==> src/rtl/tuple_delay_pkg.sv <==
`default_nettype none
// ============================================================================
//  Module  : tuple_delay_pkg
//  Purpose : Shared defaults and the packed tuple layout for tuple_delay_3.
//            tuple_t places field1 in the upper bits and field2 in the lower
//            bits. This matches the word {input1, input2} carried by the
//            delay line.
//  Revision: 1.0 - initial release
// ============================================================================
package tuple_delay_pkg;

    localparam int c_W1    = 4;
    localparam int c_W2    = 4;
    localparam int c_DEPTH = 3;

    typedef struct packed {
        logic [c_W1-1:0] field1;
        logic [c_W2-1:0] field2;
    } tuple_t;

endpackage : tuple_delay_pkg
`default_nettype wire

==> src/rtl/tuple_delay_3_delay_stage.sv <==
`default_nettype none
// ============================================================================
//  Module  : delay_stage
//  Purpose : One pipeline register. The clear is synchronous and active-high,
//            and it forces the register to zero.
//  Ports   : i_clk  - clock, rising edge
//            i_rst  - synchronous active-high clear
//            i_d    - data in  [WIDTH-1:0]
//            o_q    - registered data out [WIDTH-1:0]
//  Revision: 1.0 - initial release
// ============================================================================
module delay_stage #(
    parameter int WIDTH = 1
) (
    input  logic             i_clk,
    input  logic             i_rst,
    input  logic [WIDTH-1:0] i_d,
    output logic [WIDTH-1:0] o_q
);

    logic [WIDTH-1:0] r_q;

    always_ff @(posedge i_clk) begin
        if (i_rst) begin
            r_q <= '0;
        end else begin
            r_q <= i_d;
        end
    end

    assign o_q = r_q;

endmodule : delay_stage
`default_nettype wire

==> src/rtl/tuple_delay_3.sv <==
`default_nettype none
// ============================================================================
//  Module  : tuple_delay_3
//  Purpose : Packs {_i_input1, _i_input2} into a single word. It then delays
//            that word by DEPTH clock cycles. There is no handshake, so the
//            data advances on every rising edge.
//  Ports   : _i_clk          - clock, rising edge
//            _i_rst          - synchronous active-high reset; clears all stages
//            _i_input1       - first tuple field  [W1-1:0]  (upper bits)
//            _i_input2       - second tuple field [W2-1:0]  (lower bits)
//            _i_valid        - input qualifier (TUPLE_DELAY_VALID_EN only)
//            __output_valid  - delayed qualifier (TUPLE_DELAY_VALID_EN only)
//            __output        - delayed packed tuple [W1+W2-1:0]
//  Config  : define TUPLE_DELAY_VALID_EN to add a valid flag. The flag travels
//            alongside the data with the same latency.
//  Revision: 1.0 - initial release
// ============================================================================
module tuple_delay_3
    import tuple_delay_pkg::*;
#(
    parameter int W1    = c_W1,
    parameter int W2    = c_W2,
    parameter int DEPTH = c_DEPTH
) (
    input  logic             _i_clk,
    input  logic             _i_rst,
    input  logic [W1-1:0]    _i_input1,
    input  logic [W2-1:0]    _i_input2,
`ifdef TUPLE_DELAY_VALID_EN
    input  logic             _i_valid,
    output logic             __output_valid,
`endif
    output logic [W1+W2-1:0] __output
);

    localparam int c_WW = W1 + W2;

    logic [c_WW-1:0] w_packed;
    logic [c_WW-1:0] w_stage [DEPTH];

    assign w_packed = {_i_input1, _i_input2};

    // Build the data delay line. Stage 0 captures the packed word, and every
    // later stage captures the stage before it.
    for (genvar gi = 0; gi < DEPTH; gi++) begin : g_data_stage
        logic [c_WW-1:0] w_d;
        if (gi == 0) begin : g_first
            assign w_d = w_packed;
        end else begin : g_chain
            assign w_d = w_stage[gi-1];
        end

        delay_stage #(
            .WIDTH (c_WW)
        ) u_stage (
            .i_clk (_i_clk),
            .i_rst (_i_rst),
            .i_d   (w_d),
            .o_q   (w_stage[gi])
        );
    end

    // The last stage is a register, so no combinational path exists from the
    // inputs to the output.
    assign __output = w_stage[DEPTH-1];

`ifdef TUPLE_DELAY_VALID_EN
    logic w_vstage [DEPTH];

    // The valid chain is independent of the data chain. Data still shifts
    // every cycle, whatever the state of the valid flag.
    for (genvar gv = 0; gv < DEPTH; gv++) begin : g_valid_stage
        logic w_vd;
        if (gv == 0) begin : g_first
            assign w_vd = _i_valid;
        end else begin : g_chain
            assign w_vd = w_vstage[gv-1];
        end

        delay_stage #(
            .WIDTH (1)
        ) u_vstage (
            .i_clk (_i_clk),
            .i_rst (_i_rst),
            .i_d   (w_vd),
            .o_q   (w_vstage[gv])
        );
    end

    assign __output_valid = w_vstage[DEPTH-1];
`endif

endmodule : tuple_delay_3
`default_nettype wire

==> config.mk <==
export PLATFORM = sky130hd
export DESIGN_NAME = tuple_delay_3
export DESIGN_NICKNAME = d
export VERILOG_FILES = /design/src/rtl/tuple_delay_pkg.sv /design/src/rtl/tuple_delay_3_delay_stage.sv /design/src/rtl/tuple_delay_3.sv
export SDC_FILE = /design/constraint.sdc
export NUM_CORES = 1
export LEC_CHECK = 0
export CORE_MARGIN = 2
export CORE_UTILIZATION = 48
export DETAILED_ROUTE_END_ITERATION = 16
export PLACE_DENSITY = 0.79
export SLEW_MARGIN = 20
export SYNTH_ARGS = -nofsm -noshare
export SYNTH_HDL_FRONTEND = slang
export SYNTH_SLANG_ARGS = --single-unit
==> constraint.sdc <==
create_clock -name _i_clk -period 0.9 [get_ports _i_clk]
set_input_delay 0.18 -clock _i_clk [delete_from_list [all_inputs] [get_ports _i_clk]]
set_output_delay 0.18 -clock _i_clk [all_outputs]
set_load 0.02 [all_outputs]
==> results.toml <==
[synth]
ys_ff_latch = 24
synthSimpleGateAreaFrac = 0.2744
synth_top_family_by_area = "simple AND/OR/NAND/NOR gates"
synthMuxAreaShare = 0
synth_compound_area_frac = 0
mappedNetlistArea_um2 = 693.2
synth_edf_count = 0
yosys-top-cells-area = "dfxtp_1 (69%), nor2b_2 (18%), nor2b_1 (5.4%)"
synthCells = 50
async_flop_share = 0
synthAdderAreaFrac = 0
yosys.area_share.xor_xnor = 0
yosys.area.top_type = "dfxtp_1"
synth.distinct_cells = 5
ys_warn_count = 0
syn_avg_cell_area_um2 = 13.86
synth-seq-area-share = 0.6931
synth.most_common_cell = "dfxtp_1"
synth-main-ff-cell = "dfxtp_1"
netlist_top_cells_count = "dfxtp_1 (24), nor2b_2 (14), nor2b_1 (6), and2b_1 (4), buf_6 (2)"
synth_nets = 60
yosysTopAreaCellShare = 0.6931

[timing]
slew_headroom = 0.8813
timing.final.crit_share = 1.041
drv_slew = 0
worst_hold_slack_ps = 426.5
rsz0062_at_grt = "yes"
worst_slew_pin_slew_ps = 178.1
fmax_mhz = 1067
hold_violations = 0
tns_ps = -203.4
layout_min_cycle_time_ps = 937.2
setup_viol = 8
setup_slack_ps = -37.21
skew_ps = 2.258

[pwr]
p_seq_frac = 0.664
powerDensity_nw_per_um2 = 1792
clkPwrFrac = 0.251
ir_drop_mv = 1.121
switching_power_mw = 0.3235
p_int_mw = 1.356
leakage_nw = 0.3896
p_comb_frac = 0.085
power.total_mw = 1.680
p_sw_frac = 0.1926

[critical_path]
crit_chain = "buf_6"
cp.arrival_ps = 760
critPathTopFamily = "flip-flops"
reg2reg_from = "g_data_stage[0].u_stage.o_q[6]$_SDFF_PP0_"
crit_fanout = 1
crit_path_start_kind = "flop"
cp_data_required_time_ps = 720
crit_type = "reg2out"
crit_buf_inv = 1
r2r_setup_slack_ps = 350
slowest_stage = "dfxtp_2"
r2r_cells = 1
rr_endpoint = "g_data_stage[1].u_stage.o_q[6]$_SDFF_PP0_"
critPathMaxStageDelay_ps = 340
end_kind = "primary output"

[route]
drtPass1Iterations = 2
drcViolationCount = 0
wl_per_cell_um = 9.593
vias = 361
ant_nets = 0
finalWirelength_um = 825
vias_per_cell = 4.198
drt_first_iter_violations = 1

[die]
die_h_um = 42
row_count = 13
io_pins = 18
core_um2 = 1318
start_util = 0.5261
design.die.area_um2 = 1764
dieWidth_um = 42

[place]
gp_congestion = 0.6522
portBuffers = 17
post-place-ws_ps = -223.2

[cts]
cts_tree = "yes"
numCtsBuffers = 3
htree_levels = 1
cts_sinks = 24
clkTransAtPathRegs_ps = 110
clockBufferDepth = 2
worstSkewPairLatency_ps = 290
clock-root-buffer = "clkbuf_4"

[run_status]
violations = "setup timing"
outcome = "finished, violations left"

[grt]
grt_pass1_vias = 319
grt_use_total = 0.1052
grt_pass1_wl_mm = 1.331
grt_start_max_net_pins = 15
antenna_found_initial = 0
overflow = 0

[finish]
postLayoutCoreUtil = 0.7113
syn2layout_area_growth_pct = 35.20
nets = 83
largest_reg_flops = 24
fillCellCount = 101
num_antenna_cells = 0
drive_above_1_share = 0.5070

[worst_hold_path]
hold_start = "_i_input2[1]"
hold_end = "g_data_stage[0].u_stage.o_q[1]$_SDFF_PP0_"
hp-class = "in2reg"
hold_path_depth = 2

[job]
drv_cap = 0
==> worst max path at each step <==
stage                                               from                                         to  slack, ps  depth (start not counted)
2_1_floorplan  g_data_stage[2].u_stage.o_q[0]$_SDFF_PP0_                                __output[0]        320                          0
3_3_place_gp                                      _i_rst  g_data_stage[0].u_stage.o_q[5]$_SDFF_PP0_       -200                          3
3_5_place_dp                                      _i_rst  g_data_stage[0].u_stage.o_q[5]$_SDFF_PP0_       -220                          3
4_1_cts        g_data_stage[2].u_stage.o_q[6]$_SDFF_PP0_                                __output[6]        -50                          1
5_1_grt        g_data_stage[2].u_stage.o_q[6]$_SDFF_PP0_                                __output[6]        -70                          1
6_report       g_data_stage[2].u_stage.o_q[6]$_SDFF_PP0_                                __output[6]        -40                          1
==> timing repair <==
action,CTS,global route
gates resized for setup,56,0
setup endpoints to repair,8,8
setup buffers,0,0
hold buffers,0,0
==> per-stage QoR <==
step / cell area, um^2 / std cells
CTS: 937.1 / 86
detailed placement: 894.6 / 83
floorplan: 693.2 / 50
global placement: 894.6 / 83
finish: 937.1 / 86
global route: 937.1 / 86
==> logic make-up after synthesis <==
kind of cell  Yosys count
buf+inv                 2
flops                  24
simple gates           24
==> layout make-up <==
| cell class | count | area (um^2) | area share |
|---|---|---|---|
| flip-flops and latches | 24 | 490.5 | 0.5234 |
| repair buffers | 20 | 215.2 | 0.2296 |
| multi-input cells | 24 | 190.2 | 0.2029 |
| clock buffers | 3 | 22.52 | 0.02403 |
| well taps | 15 | 18.77 | 0.02003 |
==> power groups by stage <==
stage / combinational (mW) / sequential [mW] / clock [mW]
global placement: 0.140 / 1.14 / 0
floorplan: 0.0589 / 1.15 / 0
CTS: 0.145 / 1.12 / 0.449
finish: 0.143 / 1.12 / 0.422
detailed placement: 0.143 / 1.14 / 0
global route: 0.154 / 1.12 / 0.495
==> cells in the final DEF, fill, tap and decap left out <==
master,count
dfxtp_1,16
buf_4,2
buf_12,1
buf_6,8
dfxtp_2,8
nor2b_2,14
and2b_1,4
clkdlybuf4s50_1,9
clkbuf_4,3
nor2b_1,6
==> metal layers <==
metal | part of all wire | vias to the layer above | GRT usage
met5 | 0 | - | 0
met4 | 0.0061 | 0 | 0.07742
met3 | 0.057 | 2 | 0.02586
met2 | 0.53 | 10 | 0.1656
met1 | 0.40 | 156 | 0.1230
li1 | - | 193 | -
Power figures use the tool's default switching activity.
